$ cat config.mk
export PLATFORM = sky130hd
export DESIGN_NAME = regfile_csr_if
export DESIGN_NICKNAME = d
export VERILOG_FILES = /design/src/rtl/regfile_pkg.sv /design/src/rtl/regfile_csr_decode.sv /design/src/rtl/regfile_csr_if.sv
export SDC_FILE = /design/constraint.sdc
export NUM_CORES = 1
export LEC_CHECK = 0
export ABC_AREA = 1
export CAP_MARGIN = 25
export CELL_PAD_IN_SITES_DETAIL_PLACEMENT = 1
export CELL_PAD_IN_SITES_GLOBAL_PLACEMENT = 1
export CORE_MARGIN = 2
export CORE_UTILIZATION = 51
export CTS_BUF_LIST = sky130_fd_sc_hd__clkbuf_8
export CTS_CLUSTER_DIAMETER = 40
export DETAILED_ROUTE_END_ITERATION = 6
export DONT_BUFFER_PORTS = 1
export PLACE_DENSITY_LB_ADDON = 0.1
export SLEW_MARGIN = 0
export SYNTH_ARGS = -nofsm -noshare
export SYNTH_HDL_FRONTEND = slang
export SYNTH_SLANG_ARGS = --single-unit
$ cat constraint.sdc
create_clock -name clock -period 5.3 [get_ports clock]
set_input_delay 1.06 -clock clock [delete_from_list [all_inputs] [get_ports clock]]
set_output_delay 1.06 -clock clock [all_outputs]
set_load 0.02 [all_outputs]
$ cat src/rtl/regfile_pkg.sv
// regfile_pkg: register file types, address map and front-end state encoding
package regfile_pkg;
  typedef struct packed {
    logic [31:0] val;
  } reg1_s;
  typedef struct packed {
    logic [15:0] val1;
    logic [15:0] val2;
  } reg2_s;
  typedef struct packed {
    reg1_s r1;
    reg2_s r2;
  } regfile_s;
  typedef enum logic {IDLE, RESP} state_e;
  localparam logic [3:0] ADDR_R1 = 4'h0;
  localparam logic [3:0] ADDR_R2 = 4'h4;
  localparam logic [3:0] ADDR_STATUS = 4'h8;
  localparam int STATUS_OVF_BIT = 0;
  localparam int SEL_R1 = 2;
  localparam int SEL_R2 = 1;
  localparam int SEL_STATUS = 0;
  function automatic logic [31:0] strobe_merge(input logic [31:0] old, input logic [31:0] wdata, input logic [3:0] wstrb);
    strobe_merge = old;
    for (int i = 0; i < 4; i++)
      if (wstrb[i]) strobe_merge[8*i+:8] = wdata[8*i+:8];
  endfunction
endpackage

$ cat src/rtl/regfile_csr_decode.sv
// regfile_csr_decode: byte address to one-hot register select, anything unmapped is an error
module regfile_csr_decode
  import regfile_pkg::*;
(
  input  logic [3:0] addr,
  output logic [2:0] sel,
  output logic       err
);
  assign sel = {addr == ADDR_R1, addr == ADDR_R2, addr == ADDR_STATUS};
  assign err = ~|sel;
endmodule

$ cat src/rtl/regfile_csr_if.sv
// regfile_csr_if: valid/ready register front-end owning r1/r2/ovf with a hw increment source
module regfile_csr_if
  import regfile_pkg::*;
#(
  parameter logic [31:0] R1_RST = 32'h0000_0000,
  parameter logic [31:0] R2_RST = 32'h0000_0000
) (
  input  logic        clock,
  input  logic        reset,
  input  logic        req_valid,
  output logic        req_ready,
  input  logic        req_write,
  input  logic [3:0]  req_addr,
  input  logic [31:0] req_wdata,
  input  logic [3:0]  req_wstrb,
  output logic        rsp_valid,
  input  logic        rsp_ready,
  output logic [31:0] rsp_rdata,
  output logic        rsp_err,
  input  logic        hw_inc,
  output logic [63:0] regs_o
);
  regfile_s regs;
  state_e state;
  logic ovf, accept, wr, err, ovf_set, ovf_clr;
  logic [2:0] sel;
  logic [31:0] r1_inc, rdata;
  regfile_csr_decode u_decode (.addr(req_addr), .sel(sel), .err(err));
  assign accept = req_valid & req_ready;
  assign wr = accept & req_write & ~err;
  assign r1_inc = regs.r1.val + 32'(hw_inc);
  // a software write to any byte of r1 this cycle suppresses the wrap flag
  assign ovf_set = hw_inc & (&regs.r1.val) & ~(wr & sel[SEL_R1] & |req_wstrb);
  assign ovf_clr = wr & sel[SEL_STATUS] & req_wstrb[STATUS_OVF_BIT] & req_wdata[STATUS_OVF_BIT];
  assign rdata = (req_write | err) ? '0 :
                 sel[SEL_R1] ? regs.r1.val :
                 sel[SEL_R2] ? {regs.r2.val1, regs.r2.val2} : {31'b0, ovf};
  assign regs_o = regs;
  always_ff @(posedge clock or posedge reset) begin
    if (reset) begin
      regs <= regfile_s'({R1_RST, R2_RST});
      ovf <= 1'b0;
    end else begin
      regs.r1.val <= (wr & sel[SEL_R1]) ? strobe_merge(r1_inc, req_wdata, req_wstrb) : r1_inc;
      regs.r2 <= (wr & sel[SEL_R2]) ? reg2_s'(strobe_merge({regs.r2.val1, regs.r2.val2}, req_wdata, req_wstrb)) : regs.r2;
      ovf <= ovf_set | (ovf & ~ovf_clr);
    end
  end
  always_ff @(posedge clock or posedge reset) begin
    if (reset) begin
      state <= IDLE;
      req_ready <= 1'b0;
      rsp_valid <= 1'b0;
      rsp_rdata <= '0;
      rsp_err <= 1'b0;
    end else if (state == IDLE) begin
      req_ready <= ~accept;
      if (accept) begin
        state <= RESP;
        rsp_valid <= 1'b1;
        rsp_rdata <= rdata;
        rsp_err <= err;
      end
    end else if (rsp_ready) begin
      state <= IDLE;
      rsp_valid <= 1'b0;
      req_ready <= 1'b1;
    end
  end
endmodule

# Word-level counts from Yosys, hierarchy flattened
# Cells that the tools add are included.
# totals
out_inout_bits	99
input_bits	46
wordCells	61
reg_bits	101
# classes
n_reduce_logical	12
bitwise	18
mux	16
eq_ne	3
addsub	1
# op_table
cell	n
32-bit 2-to-1 mux	4
32-bit by 1-bit adder with 32-bit output	1
8-bit 2-to-1 mux	4
32-bit AND reduction	1
1-bit bitwise AND	12
2-bit AND reduction	6
1-bit 2-to-1 mux	8
4-bit by 3-bit equality test with 1-bit output (second input constant)	1
4-bit equality test (second input constant)	1
4-bit logical NOT	1
1-bit inverter	4
4-bit OR reduction	1
3-bit OR reduction	1
2-bit inequality test (second input constant)	1
1-bit OR	2
2-bit nonzero test	1
1-bit logical NOT	1

# Longest topological paths before layout
# depth
ltp_word	9
depth_mapped	11
mapped_depth_nobuf	11

# Hierarchy
# From an unflattened synthesis, not the netlist that was laid out.
# hier_totals
cells_unflattened	648
area_unflattened_um2	5076.1
# modules_own_cells
mod	n_inst	area_each_um2	seq_area_each_um2	cells_each
regfile_csr_if	1	5023.6	2527.4	635
regfile_csr_decode	1	52.6	0.0	13

# Worst setup path after synthesis
# Ideal clock, no wire load.
# synth_path
kind	input to register
start	input hw_inc
end	register regs (netlist bit regs_o[52])
setup_time_ns	0.126
required_time_ns	5.174
path_stages	9
n_path_buf	0
arrival_ns	2.159
setup_slack_ns	3.015
cell_sequence	ha_1 ha_1 inv_1 nor2_2 nand2_1 nor2_1 nand3_1 nand3_1 o21ai_0
# synth_via
elab_chain_cells	3
# synth_lines
element	line_no	rtl
from (decl)	regfile_csr_if.sv:20	input logic hw_inc,
32-bit by 1-bit adder with 32-bit output *	regfile_csr_if.sv:31	assign r1_inc = regs.r1.val + 32'(hw_inc);
8-bit 2-to-1 mux	regfile_pkg.sv:25	if (wstrb[i]) strobe_merge[8*i+:8] = wdata[8*i+:8];
32-bit 2-to-1 mux *	regfile_csr_if.sv:44	regs.r1.val <= (wr & sel[SEL_R1]) ? strobe_merge(r1_inc, req_wdata, req_wstrb) : r1_inc;
to (signal assigned)	regfile_csr_if.sv:41	regs <= regfile_s'({R1_RST, R2_RST});
to (decl)	regfile_csr_if.sv:23	regfile_s regs;
# Every way passes the cells marked *; elsewhere a longest branch is shown, timed or not.
# A chain may end at the register's enable or synchronous reset.

# Final worst setup path
# layout_path
start	input req_valid
end	register rsp_rdata[26]
# layout_via
elab_chain_cells	2
# layout_lines
element	line_no	rtl
from (decl)	regfile_csr_if.sv:10	input logic req_valid,
1-bit bitwise AND	regfile_csr_if.sv:29	assign accept = req_valid & req_ready;
2-bit AND reduction (no source line)	n/a	
to (signal assigned)	regfile_csr_if.sv:61	rsp_rdata <= rdata;
to (decl)	regfile_csr_if.sv:18	output logic [31:0] rsp_rdata,
# No other way between the ends.

==> impl_metrics.xml <==
<?xml version="1.0" encoding="UTF-8"?>
<metrics>
  <group name="synthesis">
    <metric name="post-synth-top-count-cell" unit="">nand2_1</metric>
    <metric name="yosys-top-cells-area" unit="">dfrtp_1 48%, nand2_1 16%, inv_1 5.3%, o21ai_0 5.2%, nand3_1 4.4%</metric>
    <metric name="synth_commonest_cells" unit="">220 x nand2_1, 101 x dfrtp_1, 75 x inv_1</metric>
    <metric name="synth_largest_type_area_fraction" unit="%">47.8</metric>
    <metric name="ys_dominant_reg_cell" unit="">dfrtp_1</metric>
    <metric name="syn_area_per_cell" unit="sq um">7.92</metric>
    <metric name="syn-num-nets" unit="">715</metric>
    <metric name="synthDistinctLibCells" unit="">33</metric>
    <metric name="synth_edf_count" unit="">0</metric>
    <metric name="yosysWarnings" unit="">0</metric>
    <metric name="synthDominantAreaCellType" unit="">dfrtp_1</metric>
    <metric name="yosys_register_bits" unit="">101</metric>
    <metric name="seq_area_frac_synth" unit="%">47.8</metric>
    <metric name="async_reset_ff_share" unit="%">100</metric>
    <metric name="mappedNetlistArea" unit="sq mm">0.00529</metric>
    <metric name="synth_cells" unit="">667</metric>
  </group>
  <group name="global_routing">
    <metric name="first_global_vias" unit="">4841</metric>
    <metric name="antenna_found_initial" unit="">0</metric>
    <metric name="pin_count_of_the_biggest_net_entering_global_routing" unit="">57</metric>
    <metric name="grt.total_usage" unit="%">29.0</metric>
    <metric name="first_pass_grt_wire_length" unit="um">25200</metric>
    <metric name="globalRoute.totalOverflow" unit="">0</metric>
  </group>
  <group name="sta">
    <metric name="max_freq" unit="GHz">0.360</metric>
    <metric name="clock-skew-final" unit="ps">9.40</metric>
    <metric name="slew-limit-headroom" unit="%">44.1</metric>
    <metric name="timing_worst_slew_pin_value" unit="ps">837</metric>
    <metric name="grt_setup_unrepaired" unit="">no</metric>
    <metric name="final.setup.tns" unit="ps">0</metric>
    <metric name="min_period_over_period" unit="%">52.4</metric>
    <metric name="timing.final.setup_violations" unit="">0</metric>
    <metric name="timing.final.hold_violations" unit="">0</metric>
    <metric name="maxSlewViolCount" unit="">0</metric>
    <metric name="timing.final.crit_period" unit="ps">2780</metric>
    <metric name="hold_ws" unit="ps">448</metric>
  </group>
  <group name="detailed_routing">
    <metric name="drc" unit="">0</metric>
    <metric name="detail_route.wirelength" unit="um">15300</metric>
    <metric name="vias_per_cell" unit="">5.60</metric>
    <metric name="routed_wire_length_per_instance" unit="um">19.1</metric>
    <metric name="drt-initial-drc-count" unit="">131</metric>
    <metric name="detail-route-antenna-nets" unit="">0</metric>
    <metric name="first_pass_iteration_count_of_the_detailed_router" unit="">4</metric>
    <metric name="via_count" unit="">4502</metric>
  </group>
  <group name="clock_tree">
    <metric name="holdBufCountCts" unit="">0</metric>
    <metric name="cts_resized" unit="">0</metric>
    <metric name="insertion_delay_to_the_later_sink_of_the_worst_skew_pair" unit="ps">380</metric>
    <metric name="cts-buffers-inserted" unit="">9</metric>
    <metric name="cts_max_level" unit="">3</metric>
    <metric name="root_buffer" unit="">clkbuf_8</metric>
    <metric name="clockBufferDepth" unit="">2</metric>
    <metric name="cts_tree" unit="">built</metric>
    <metric name="cts_num_sinks" unit="">101</metric>
    <metric name="postCtsSetupRepairBufs" unit="">0</metric>
    <metric name="clkSlewWorstSetupHoldPaths" unit="ps">90</metric>
  </group>
  <group name="setup_path">
    <metric name="worst_setup_path_end_kind" unit="">flip-flop</metric>
    <metric name="max_stage_delay" unit="ps">880</metric>
    <metric name="ff2ff_setup_slack" unit="ps">2570</metric>
    <metric name="critPathLaunchType" unit="">input pin</metric>
    <metric name="timing.reg2reg.worst_path_depth" unit="">4</metric>
    <metric name="cp_cell_sequence" unit="">nand3_2, nor3_4, buf_4, a22o_1</metric>
    <metric name="worstPathArrival" unit="ps">3090</metric>
    <metric name="crit-reg2reg-launch" unit="">req_ready</metric>
    <metric name="cp_data_required_time" unit="ps">5620</metric>
    <metric name="cp_max_fo" unit="">36</metric>
    <metric name="crit_slowest_cell" unit="">nor3_4</metric>
    <metric name="r2r-end" unit="">rsp_rdata[26]</metric>
    <metric name="timing.setup.critical_path_class" unit="">input pin to flip-flop</metric>
  </group>
  <group name="final_layout">
    <metric name="drive_gt1_share" unit="%">9.43</metric>
    <metric name="num_antenna_cells" unit="">0</metric>
    <metric name="multiInputGateArea" unit="sq mm">0.00236</metric>
    <metric name="area_growth" unit="%">5.75</metric>
    <metric name="fillcell_total" unit="">1276</metric>
    <metric name="nets" unit="">711</metric>
    <metric name="sequential_cell_area" unit="sq mm">0.00253</metric>
    <metric name="post_layout_nonfiller_instances" unit="">804</metric>
  </group>
  <group name="placed_design">
    <metric name="dp.final_hpwl" unit="um">11700</metric>
    <metric name="place_congestion" unit="">0.852</metric>
    <metric name="post-place-cells" unit="">788</metric>
    <metric name="numPortBuffers" unit="">0</metric>
  </group>
  <group name="die">
    <metric name="floorplan.die_area" unit="sq mm">0.0112</metric>
    <metric name="fp-row-count" unit="">37</metric>
    <metric name="design.core.area" unit="sq mm">0.0102</metric>
    <metric name="floorplan.initialDensity" unit="%">51.9</metric>
    <metric name="die_h" unit="um">106</metric>
    <metric name="die-width" unit="um">106</metric>
    <metric name="io_pins" unit="">145</metric>
  </group>
  <group name="hold_path">
    <metric name="hp-class" unit="">flip-flop to flip-flop</metric>
    <metric name="hold_endpoint" unit="">rsp_valid</metric>
    <metric name="min-delay-start" unit="">state</metric>
    <metric name="hold-path-cell-count" unit="">1</metric>
  </group>
  <group name="pwr">
    <metric name="power_per_cell_area" unit="mW/mm^2">386</metric>
    <metric name="irDropWorstVdd" unit="mV">0.193</metric>
    <metric name="standby_leakage_power" unit="nW">2.84</metric>
  </group>
  <group name="outcome">
    <metric name="outcome" unit="">complete, no violations</metric>
  </group>
  <group name="run">
    <metric name="drv_cap" unit="">0</metric>
  </group>
</metrics>
==> registers in the layout (all words and copies together), names as in the netlist <==
name and flops:
ovf 1, rsp_rdata 32, regs_o 64, rsp_valid 1, state 1, rsp_err 1
req_ready 1
==> area by class of cell <==
cell class	count	area share, %
Sequential cell	101	45.2
Timing Repair Buffer	2	0.269
Inverter	81	5.53
Clock buffer	12	2.95
Clock inverter	4	0.828
Tap cell	136	3.04
Multi-Input combinational cell	468	42.2
==> routing by layer <==
metal | global-route usage, % | up-vias | part of all wire, %
li1 | - | 2132 | -
met1 | 35.3 | 2209 | 42
met2 | 48.8 | 135 | 49
met3 | 7.11 | 26 | 6.7
met4 | 12.7 | 0 | 2.6
met5 | 0 | - | 0
==> kinds of logic after synthesis <==
family,count (synthesis),share of synthesized area (%)
buffers and inverters,98,7.72
xor gates and xnor gates,11,1.82
adders and majority gates,2,0.473
and+or+nand+nor,341,28.1
DFF,101,47.8
AOI/OAI and AO/OA,114,14.0
==> worst max-delay path by stage <==
stage,startpoint,to,slack [ps],depth (start not counted)
floorplan,reset,ovf,1590,1
global placement,req_valid,rsp_rdata[17],2210,4
detailed placement,req_valid,rsp_rdata[24],2120,4
CTS,req_valid,rsp_rdata[26],2530,4
global route,req_valid,rsp_rdata[26],2320,4
finish,req_valid,rsp_rdata[26],2520,4
==> worst max-delay path, delay by kind of cell <==
kind	cells	cell delay [ps]
AOI/OAI and AO/OA	1	170
buffers and inverters	1	350
and+or+nand+nor	2	1500
==> placed cells by master (no fill, tap or decap) <==
| cell type | Yosys | final |
|---|---|---|
| a21oi_1 | 3 | 3 |
| a21oi_2 | 1 | 1 |
| a22o_1 | 26 | 26 |
| buf_4 | 2 | 2 |
| bufinv_16 | 0 | 1 |
| clkbuf_8 | 0 | 12 |
| clkinv_2 | 0 | 1 |
| clkinvlp_4 | 0 | 1 |
| dfrtp_1 | 101 | 101 |
| ha_1 | 2 | 2 |
| inv_1 | 75 | 75 |
| inv_2 | 5 | 5 |
| inv_4 | 1 | 2 |
| nand2_1 | 220 | 220 |
| nand2_2 | 7 | 7 |
| nand2_4 | 1 | 1 |
| nand3_1 | 46 | 46 |
| nand3_2 | 3 | 3 |
| nand3b_1 | 1 | 1 |
| nand4_1 | 2 | 2 |
| nor2_1 | 49 | 49 |
| nor2_2 | 2 | 2 |
| nor2_4 | 2 | 2 |
| nor2_8 | 4 | 4 |
| nor3_1 | 2 | 2 |
| nor3_4 | 0 | 1 |
| o21ai_0 | 55 | 55 |
| o21ai_1 | 9 | 9 |
| o21ai_2 | 17 | 17 |
| o22ai_1 | 1 | 1 |
| o31ai_1 | 2 | 2 |
| or2_2 | 1 | 1 |
| xnor2_1 | 3 | 3 |
| xor2_1 | 8 | 8 |
==> where the power goes <==
| group | total, W | leakage (nW) | internal [W] | switching, W |
|---|---|---|---|---|
| combinational | 0.000383 | 1.41 | 0.000128 | 0.000255 |
| clock | 0.000522 | 0.110 | 0.000255 | 0.000267 |
| sequential | 0.00125 | 1.33 | 0.000899 | 0.000352 |
==> stage by stage <==
stage	setup WS, ps	power, W	util, %	area [sq um]
floorplan	1590	0.00150	-	5290
global placement	2210	0.00162	52.8	5380
detailed placement	2120	0.00165	52.8	5380
CTS	2530	0.00217	54.9	5590
global route	2320	0.00228	54.9	5590
finish	2520	0.00216	54.9	5590
(Power assumes the default switching activity.)
